$ cat config.mk
export PLATFORM = sky130hd
export DESIGN_NAME = out_port_sched
export DESIGN_NICKNAME = d
export VERILOG_FILES = /design/src/rtl/switch_pkg.sv /design/src/rtl/rr_arbiter.sv /design/src/rtl/out_port_sched.sv
export SDC_FILE = /design/constraint.sdc
export NUM_CORES = 1
export LEC_CHECK = 0
export ABC_AREA = 1
export CORE_MARGIN = 1
export CORE_UTILIZATION = 36
export CTS_BUF_LIST = sky130_fd_sc_hd__clkbuf_16
export CTS_CLUSTER_DIAMETER = 80
export CTS_CLUSTER_SIZE = 10
export DETAILED_ROUTE_END_ITERATION = 8
export PLACE_DENSITY_LB_ADDON = 0.08
export SLEW_MARGIN = 20
export SYNTH_ARGS = -nofsm -noshare
export SYNTH_HDL_FRONTEND = slang
export SYNTH_SLANG_ARGS = --single-unit
export TNS_END_PERCENT = 100
$ cat constraint.sdc
create_clock -name clk -period 1.88 [get_ports clk]
set_input_delay 0.188 -clock clk [delete_from_list [all_inputs] [get_ports clk]]
set_output_delay 0.188 -clock clk [all_outputs]
set_load 0.01 [all_outputs]
$ cat src/rtl/switch_pkg.sv
// Shared switch definitions: sizing, scheduler state encoding and the
// round-robin pick used by every output port arbiter.
package switch_pkg;

    localparam int NUM_PORTS     = 4;
    localparam int DATA_W        = 33;
    localparam int EOP_BIT       = DATA_W - 1;
    localparam int MAX_PKT_WORDS = 64;
    localparam int CNT_W         = 7;
    localparam int IDX_W         = $clog2(NUM_PORTS);

    typedef enum logic [1:0] {
        IDLE,
        REQ,
        CAPT
    } state_t;

    // First requester strictly after 'last', wrapping; the previous owner is lowest priority.
    function automatic logic [NUM_PORTS-1:0] rr_pick(
        input logic [NUM_PORTS-1:0] req,
        input logic [IDX_W-1:0]     last
    );
        logic [NUM_PORTS-1:0] gnt;
        logic [IDX_W-1:0]     idx;
        logic                 found;
        gnt   = '0;
        found = 1'b0;
        for (int unsigned i = 1; i <= NUM_PORTS; i++) begin
            idx = IDX_W'((32'(last) + i) % NUM_PORTS);
            if (!found && req[idx]) begin
                gnt[idx] = 1'b1;
                found    = 1'b1;
            end
        end
        return gnt;
    endfunction

endpackage

$ cat src/rtl/rr_arbiter.sv
// Round-robin arbiter: combinational pick over the request vector, with the
// previous packet owner remembered so it becomes lowest priority next time.
module rr_arbiter (
    input  logic                             clk,
    input  logic                             rst_n,
    input  logic [switch_pkg::NUM_PORTS-1:0] req,
    input  logic                             done,
    input  logic [switch_pkg::NUM_PORTS-1:0] owner,
    output logic [switch_pkg::NUM_PORTS-1:0] pick
);
    import switch_pkg::*;

    logic [IDX_W-1:0] last_grant_q;
    logic [IDX_W-1:0] last_grant_d;

    always_comb begin
        last_grant_d = last_grant_q;
        if (done) begin
            for (int unsigned i = 0; i < NUM_PORTS; i++) begin
                if (owner[i]) begin
                    last_grant_d = IDX_W'(i);
                end
            end
        end
        pick = rr_pick(req, last_grant_q);
    end

    always_ff @(posedge clk or negedge rst_n) begin
        if (!rst_n) begin
            last_grant_q <= IDX_W'(NUM_PORTS - 1);
        end else begin
            last_grant_q <= last_grant_d;
        end
    end

endmodule

$ cat src/rtl/out_port_sched.sv
// Output port scheduler: drains the per-input queues one packet at a time in
// round-robin order and forwards words over a valid/ready link.
module out_port_sched #(
    parameter int NUM_PORTS     = switch_pkg::NUM_PORTS,
    parameter int DATA_W        = switch_pkg::DATA_W,
    parameter int MAX_PKT_WORDS = switch_pkg::MAX_PKT_WORDS,
    parameter int CNT_W         = switch_pkg::CNT_W
) (
    input  logic                        clk,
    input  logic                        rst,
    input  logic [NUM_PORTS-1:0]        q_empty,
    output logic [NUM_PORTS-1:0]        q_rd_en,
    input  logic [NUM_PORTS*DATA_W-1:0] q_rd_data,
    output logic                        out_valid,
    input  logic                        out_ready,
    output logic [DATA_W-1:0]           out_data,
    output logic [NUM_PORTS-1:0]        grant,
    output logic                        pkt_err
);
    import switch_pkg::*;

    state_t                 state_q, state_d;
    logic [NUM_PORTS-1:0]   grant_q, grant_d;
    logic                   out_valid_q, out_valid_d;
    logic [DATA_W-1:0]      out_data_q, out_data_d;
    logic                   pkt_err_q, pkt_err_d;
    logic [CNT_W-1:0]       word_cnt_q, word_cnt_d;

    logic [DATA_W-1:0]      sel_word;
    logic                   sel_empty;
    logic                   rd_fire;
    logic [CNT_W-1:0]       cnt_inc;
    logic [NUM_PORTS-1:0]   pick;
    logic                   arb_done;

    rr_arbiter u_arb (
        .clk   (clk),
        .rst_n (rst),
        .req   (~q_empty),
        .done  (arb_done),
        .owner (grant_q),
        .pick  (pick)
    );

    always_comb begin
        sel_word  = '0;
        sel_empty = 1'b1;
        for (int unsigned i = 0; i < NUM_PORTS; i++) begin
            if (grant_q[i]) begin
                sel_word  = q_rd_data[i*DATA_W +: DATA_W];
                sel_empty = q_empty[i];
            end
        end
        // A read is only issued when the output register will be free by capture time.
        rd_fire = (state_q == REQ) && !sel_empty && (!out_valid_q || out_ready);
        q_rd_en = rd_fire ? grant_q : '0;
        cnt_inc = word_cnt_q + 1'b1;
    end

    always_comb begin
        state_d     = state_q;
        grant_d     = grant_q;
        word_cnt_d  = word_cnt_q;
        out_data_d  = out_data_q;
        out_valid_d = out_valid_q && !out_ready;
        pkt_err_d   = 1'b0;
        arb_done    = 1'b0;
        case (state_q)
            IDLE: begin
                if (!(&q_empty)) begin
                    grant_d    = pick;
                    word_cnt_d = '0;
                    state_d    = REQ;
                end
            end
            REQ: begin
                if (rd_fire) begin
                    state_d = CAPT;
                end
            end
            CAPT: begin
                out_data_d  = sel_word;
                out_valid_d = 1'b1;
                word_cnt_d  = cnt_inc;
                if (sel_word[DATA_W-1]) begin
                    arb_done = 1'b1;
                    grant_d  = '0;
                    state_d  = IDLE;
                end else if (cnt_inc == CNT_W'(MAX_PKT_WORDS)) begin
                    pkt_err_d = 1'b1;
                    arb_done  = 1'b1;
                    grant_d   = '0;
                    state_d   = IDLE;
                end else begin
                    state_d = REQ;
                end
            end
            default: state_d = IDLE;
        endcase
    end

    always_ff @(posedge clk or negedge rst) begin
        if (!rst) begin
            state_q     <= IDLE;
            grant_q     <= '0;
            out_valid_q <= 1'b0;
            out_data_q  <= '0;
            pkt_err_q   <= 1'b0;
            word_cnt_q  <= '0;
        end else begin
            state_q     <= state_d;
            grant_q     <= grant_d;
            out_valid_q <= out_valid_d;
            out_data_q  <= out_data_d;
            pkt_err_q   <= pkt_err_d;
            word_cnt_q  <= word_cnt_d;
        end
    end

    assign out_valid = out_valid_q;
    assign out_data  = out_data_q;
    assign grant     = grant_q;
    assign pkt_err   = pkt_err_q;

endmodule

Word level (Yosys, flattened, before mapping)
Index checks and enable logic that the tools add are counted.
{"block": "word_totals", "ff_bits": 50, "romBits": 0, "input_bits": 139, "mem_count": 0, "latch_bits": 0, "ram_bits": 0}
{"block": "op_classes", "multipliers": 0, "eq_ne": 6, "n_div": 0, "n_addsub": 5, "n_bitwise": 4, "n_mux": 53, "shifts": 0, "reduce_logical": 25, "magnitude_cmp": 8}
{"cell": "2-to-1 mux 33 bit", "n": 4}
{"cell": "2-to-1 mux 4 bit", "n": 8}
{"cell": "2-to-1 mux 1 bit", "n": 23}
{"cell": "case mux 7 bit (2 select lines)", "n": 1}
{"cell": "less-than comparator 2 x 3 -> 1 bit, second input constant", "n": 4}
{"cell": "2-to-1 mux 2 bit", "n": 6}
{"cell": "bitwise OR 4 bit", "n": 3}
{"cell": "logical AND 1 bit", "n": 10}
{"cell": "binary-select mux 1 bit (select 2 bit)", "n": 4}
{"cell": "demux 1 bit (select 2 bit)", "n": 4}
{"cell": ">= comparator 2 x 1 -> 1 bit, second input constant", "n": 4}
{"cell": "case mux 4 bit (2 select lines)", "n": 1}
{"cell": "adder 7 x 1 -> 7 bit, second input constant", "n": 1}
{"cell": "equality test 7 bit, second input constant", "n": 1}
{"cell": "2-to-1 mux 7 bit", "n": 1}
{"cell": "zero test 1 bit", "n": 6}
{"cell": "case mux 2 bit (3 select lines)", "n": 1}
{"cell": "AND reduction 2 bit", "n": 3}
{"cell": "adder 2 x 1 -> 2 bit, second input constant", "n": 2}
{"cell": "adder 2 bit, second input constant", "n": 2}
{"cell": "inequality test 2 bit, second input constant", "n": 2}
{"cell": "NOT 4 bit", "n": 1}
{"cell": "AND reduction 4 bit", "n": 1}
{"cell": "nonzero test 4 bit", "n": 1}
{"cell": "7 further kinds", "n": 7}

Depth between registers and ports, before layout
{"block": "depth", "ltp_word": 15, "depth_mapped": 12, "ltp_nobuf": 12}

Hierarchy
Synthesis repeated with hierarchy kept, for this count alone.
{"block": "hier_totals", "hier_cells": 502, "hier_area_um2": 3557.2}
{"mod": "out_port_sched", "n_inst": 1, "area_per_inst_um2": 3007.9, "cells_per_inst": 417, "seq_area_each_um2": 1201.2}
{"mod": "rr_arbiter", "n_inst": 1, "area_per_inst_um2": 549.3, "cells_per_inst": 85, "seq_area_each_um2": 52.6}

Worst setup path before layout
No wires, ideal clock.
{"block": "synth_timing", "kind": "reg-to-reg", "start": "register u_arb.last_grant_q[0]", "end": "register grant_q[1], in the netlist grant[1]", "setup_ps": 66, "path_stages_with_launch": 11, "path_slack_ps": 124, "arrival_ps": 1690, "synth_period_minus_slack_ps": 1756, "t_required_ps": 1814, "cell_sequence": "dfstp_2 -> inv_2 -> ha_1 -> inv_1 -> nand3_2 -> nand2_4 -> nor2_4 -> nand3_1 -> nand3_1 -> nand3_1 -> nand2_1"}
{"block": "synth_via", "elab_chain_len": 15, "elab_cells_between_ends": 50, "classes_between": "add/sub (4); order compare (8); mux (25); bitwise (3); reduce/logical (10)"}
{"item": "start, declared", "line": "rr_arbiter.sv:13", "rtl": "logic [IDX_W-1:0] last_grant_q;"}
{"item": "start signal, assigned", "line": "rr_arbiter.sv:30", "rtl": "last_grant_q <= IDX_W'(NUM_PORTS - 1);"}
{"item": "start signal, assigned", "line": "rr_arbiter.sv:32", "rtl": "last_grant_q <= last_grant_d;"}
{"item": "parallel branches: the longest is 12 deep, another holds less-than comparator 2 x 3 -> 1 bit"}
{"item": "2-to-1 mux 4 bit *", "line": "switch_pkg.sv:30", "rtl": "if (!found && req[idx]) begin"}
{"item": "2-to-1 mux 4 bit *", "line": "out_port_sched.sv:70", "rtl": "if (!(&q_empty)) begin"}
{"item": "case mux 4 bit (2 select lines) *", "line": "out_port_sched.sv:68", "rtl": "case (state_q)"}
{"item": "end signal, assigned", "line": "out_port_sched.sv:112", "rtl": "grant_q <= grant_d;"}
{"item": "end, declared", "line": "out_port_sched.sv:23", "rtl": "logic [NUM_PORTS-1:0] grant_q, grant_d;"}
Every way passes the cells marked *. The select of a mux whose other input is x is not followed.
A chain may end at the register's enable or synchronous reset.

Worst setup path in the final report
{"block": "layout_timing", "start": "register u_arb.last_grant_q[1]", "end": "register grant_q[0], in the netlist grant[0]"}
Same word-level chain as after synthesis.

==> flow_results.org <==
** Die
- For this design the top-level I/O count stands at 182.
- In this run the vertical extent of the chip is 98.8 um.
- Die X :: 98.8 um
- Die Outline Area :: 9770 sq um
- Core Region :: 8890 sq um
- The initial utilization of the core area, before any placement, comes to between 30% and 40%.
- Number of placement rows :: 34

** Synthesis
- For this run, the register share of the synthesized area comes to a little under two fifths.
- Post-synth net total :: 607
- Of all cell types, the one taking the most synthesized area is sky130_fd_sc_hd__dfrtp_1.
- Synthesized netlist cell count :: 459
- Top post-synthesis cells by count :: sky130_fd_sc_hd__nand2_1 (132), sky130_fd_sc_hd__nand3_1 (70), sky130_fd_sc_hd__dfrtp_1 (48)
- Top flip-flop cell by instance count after synthesis :: sky130_fd_sc_hd__dfrtp_1
- Share of async-settable or async-resettable flops after synthesis :: 100%
- After synthesis the cells add up to 3380 sq um.
- Number of distinct library cells after synthesis :: 29
- Most common cell in the synthesized netlist :: sky130_fd_sc_hd__nand2_1
- Yosys mapped a number of flops with a built-in enable equal to 0.
- Count of synthesis-stage warnings from yosys :: 0
- Largest cells by area after synthesis :: sky130_fd_sc_hd__dfrtp_1 (36%), sky130_fd_sc_hd__nand2_1 (15%), sky130_fd_sc_hd__nand3_1 (10%)
- Area share of the largest cell type after synthesis :: 35.6%
- In this run the mean area of a mapped cell was 7.35 sq um.
- The synthesized design contains 50 register bits.

** Detailed routing
- After detailed routing, the number of remaining DRC violations is 0.
- The routed design has 11900 um of wire.
- The count of nets left with antenna violations once routing finished came out at 0.
- Dividing the detail-routed via count by the number of cells gives 5.31.
- The first detailed-routing pass took 4 iterations.
- After detailed routing, the average wire length per cell comes to 15.9 um.
- The routed layout has roughly 4000 vias.
- Starting DRC count in detailed routing :: 140

** Finish
- Share of final-layout standard cells stronger than drive strength 1 :: 11.5%
- Post-route cell area :: roughly 5600 sq um
- Measured on the finished design, the core utilization comes to 62.7%.
- Antenna cell count :: 0
- Compared with the post-synthesis result, the final layout area differs by 65.1%.
- Net count of the finished layout :: roughly 790

** Power and ir drop
- For this design the static power due to leakage is 2.38 nW.
- Part of the total power dissipated in the clock network :: 12.6%
- For this design the total switching power over the nets is ~2.9 mW.
- Internal Pwr Total :: 3.96 mW
- After layout, the design draws a total of around 6.9 mW.
- Part of the total power dissipated in sequential elements :: 25.9%
- Of the total power, combinational logic draws 61.5%.
- IR Drop Worst-Case VDD :: 0.729 mV
- Power spread over the standard cell area amounts to 1230 nW/um^2.
- In this run switching power makes up 42.3% of total power.

** Global route
- Global routing used 23.8% of the available tracks.
- Largest net degree at the start of global routing :: 66
- For this run the aggregate overflow at the end of global routing stands at 0.
- Number of antenna violations at the first check in global routing :: 0
- Global-route wire length before repair :: 18600 um
- The via count of the first global-routing pass was 3913.

** STA
- Measured against its own limit, the worst slew margin works out to 65.4%.
- At the pin with the least slew margin, the transition time is 519 ps.
- Number of hold violations in the final report :: 0
- The number of slew-limit violations in the final report came to 0.
- On the final layout, the worst clock skew is around 5.8 ps.
- Min cycle time layout :: about 1800 ps
- The final critical path takes up 95.7% of the cycle.
- Summed over all failing endpoints, the final setup total negative slack is 0 ps.
- Fmax :: 556 MHz
- Setup violations remaining at the end of the flow were counted as 0.

** Worst setup path
- Worst reg2reg path depth :: 10
- Setup Crit Path Kind :: reg2reg
- CP max FO :: 8
- Required time of the critical path :: 2100 ps
- The worst setup path is captured at a flip-flop.
- At the worst endpoint, the arrival time is 2020 ps.
- Startpoint Class :: flip-flop

** Placed design
- Once detailed placement completed, the half-perimeter wirelength came to 8920 um.
- Summing all placed instances gives a cell area of 5360 sq um.
- GP Congestion :: 0.907
- Count of buffers inserted at the top-level ports :: 181

** Clock network
- Clock tree from TritonCTS :: yes
- The clock reaches the later pin of the worst-skew pair after 280 ps.
- The clock passes through at most 2 buffers.
- In this run, CTS created clock tree buffers numbering 5.
- CTS built an H-tree with a depth of 2.
- Clock sink total :: 50
- In this run the clock root is driven by a sky130_fd_sc_hd__clkbuf_16.
- After clock tree synthesis, the clock-pin slew on the worst setup and hold paths is 70 ps.

** Job
- Max-cap viol count :: 0

** Min path
- Class of the tightest hold or removal check :: in2async

** Status
- The run finished with clean final reports.
-- registers in the layout (all words and copies together) (netlist names) --
signal,cells
word_cnt_q,7
state_q,2
pkt_err,1
out_valid,1
grant,4
u_arb.last_grant_q,2
out_data,33
-- final timing paths --
kind,slack [ps],startpoint,to
max in group asynchronous,860,rst,u_arb.last_grant_q[0]$_DFFE_PN1P_
setup / recovery,80,u_arb.last_grant_q[1]$_DFFE_PN1P_,grant[0]$_DFFE_PN0P_
hold / removal,420,rst,out_data[11]$_DFFE_PN0P_
min in group clk,490,out_data[8]$_DFFE_PN0P_,out_data[8]$_DFFE_PN0P_
hold reg to reg,490,out_data[8]$_DFFE_PN0P_,out_data[8]$_DFFE_PN0P_
setup reg to reg,80,u_arb.last_grant_q[1]$_DFFE_PN1P_,grant[0]$_DFFE_PN0P_
-- cell families (layout without fill, tap and decap cells) --
family | Yosys count | count (layout) | synth area share (%)
AO/OA/AOI/OAI | 106 | 106 | 19.6
AND/OR/NAND/NOR | 238 | 238 | 32.2
flip-flops | 50 | 50 | 37.1
XOR/XNOR | 1 | 1 | 0.259
adder cells (fa/ha/maj) | 9 | 9 | 3.34
buffers and inverters | 55 | 240 | 7.41
-- power groups by stage --
| stage | registers (mW) | logic [mW] | clock network [mW] |
|---|---|---|---|
| 6_report | 1.78 | 4.23 | 0.869 |
| 5_1_grt | 1.83 | 4.63 | 0.925 |
| 4_1_cts | 1.78 | 4.15 | 0.892 |
| 3_5_place_dp | 1.79 | 4.05 | 0 |
| 3_3_place_gp | 1.77 | 3.95 | 0 |
| 2_1_floorplan | 1.95 | 2.12 | 0 |
-- final cells by class --
type / count / area [sq um]
Clock buffer: 5 / 125
Clock inverter: 3 / 16.3
Fill cell: 809 / 3320
Inverter: 26 / 105
Multi-Input combinational cell: 354 / 1900
Sequential cell: 50 / 1260
Tap cell: 108 / 135
Timing Repair Buffer: 206 / 2030
-- critical path, cell delays in order (launching register included) --
cell and delay [ps]:
sky130_fd_sc_hd__dfstp_2 540, sky130_fd_sc_hd__inv_1 90, sky130_fd_sc_hd__ha_4 300, sky130_fd_sc_hd__inv_2 50, sky130_fd_sc_hd__nand3_2 80, sky130_fd_sc_hd__nand2_4 70
sky130_fd_sc_hd__nor2_4 170, sky130_fd_sc_hd__nand3_1 130, sky130_fd_sc_hd__nand3_1 110, sky130_fd_sc_hd__nand3_1 90, sky130_fd_sc_hd__nand2_1 90
-- through the flow --
step	cells	setup slack [ps]	hold slack, ps
final	752	80.5	417
after global routing	752	-25.1	476
after global placement	740	-233	190
after detailed placement	740	-241	193
after floorplan	459	124	-108
after CTS	750	24.0	442
-- layout by cell type (no fill, tap or decap), drive strengths merged --
cell           instances
nor2                  19
xor2                   1
ha                     9
dlygate4sd3            1
clkdlybuf4s15          1
a31oi                  1
dfstp                  2
clkbuf                 7
dlygate4sd2            1
buf                   25
inv                   26
clkinvlp               1
nand2                142
nand3                 75
o211ai                 1
a221oi                32
o21ai                 36
o21bai                 1
dfrtp                 48
clkinv                 2
a21oi                 33
o22ai                  2
clkdlybuf4s50        176
nand4                  2
-- what timing repair did --
item / in CTS / in global routing
pin swaps: 0 / 5
endpoints found under the setup margin: 7 / 8
hold buffers: 1 / 0
buffers inserted: 1 / 2
cloned: 0 / 0
gates resized for setup: 13 / 9
hold endpoints to repair: 21 / 0
-- per-layer routing --
layer	vias up	global-route usage, %	routed length (um)
li1	1959	-	-
met1	1860	27.6	4720
met2	160	44.4	6120
met3	17	5.11	923
met4	0	6.20	180
met5	-	0	0
(Power assumes the default switching activity.)
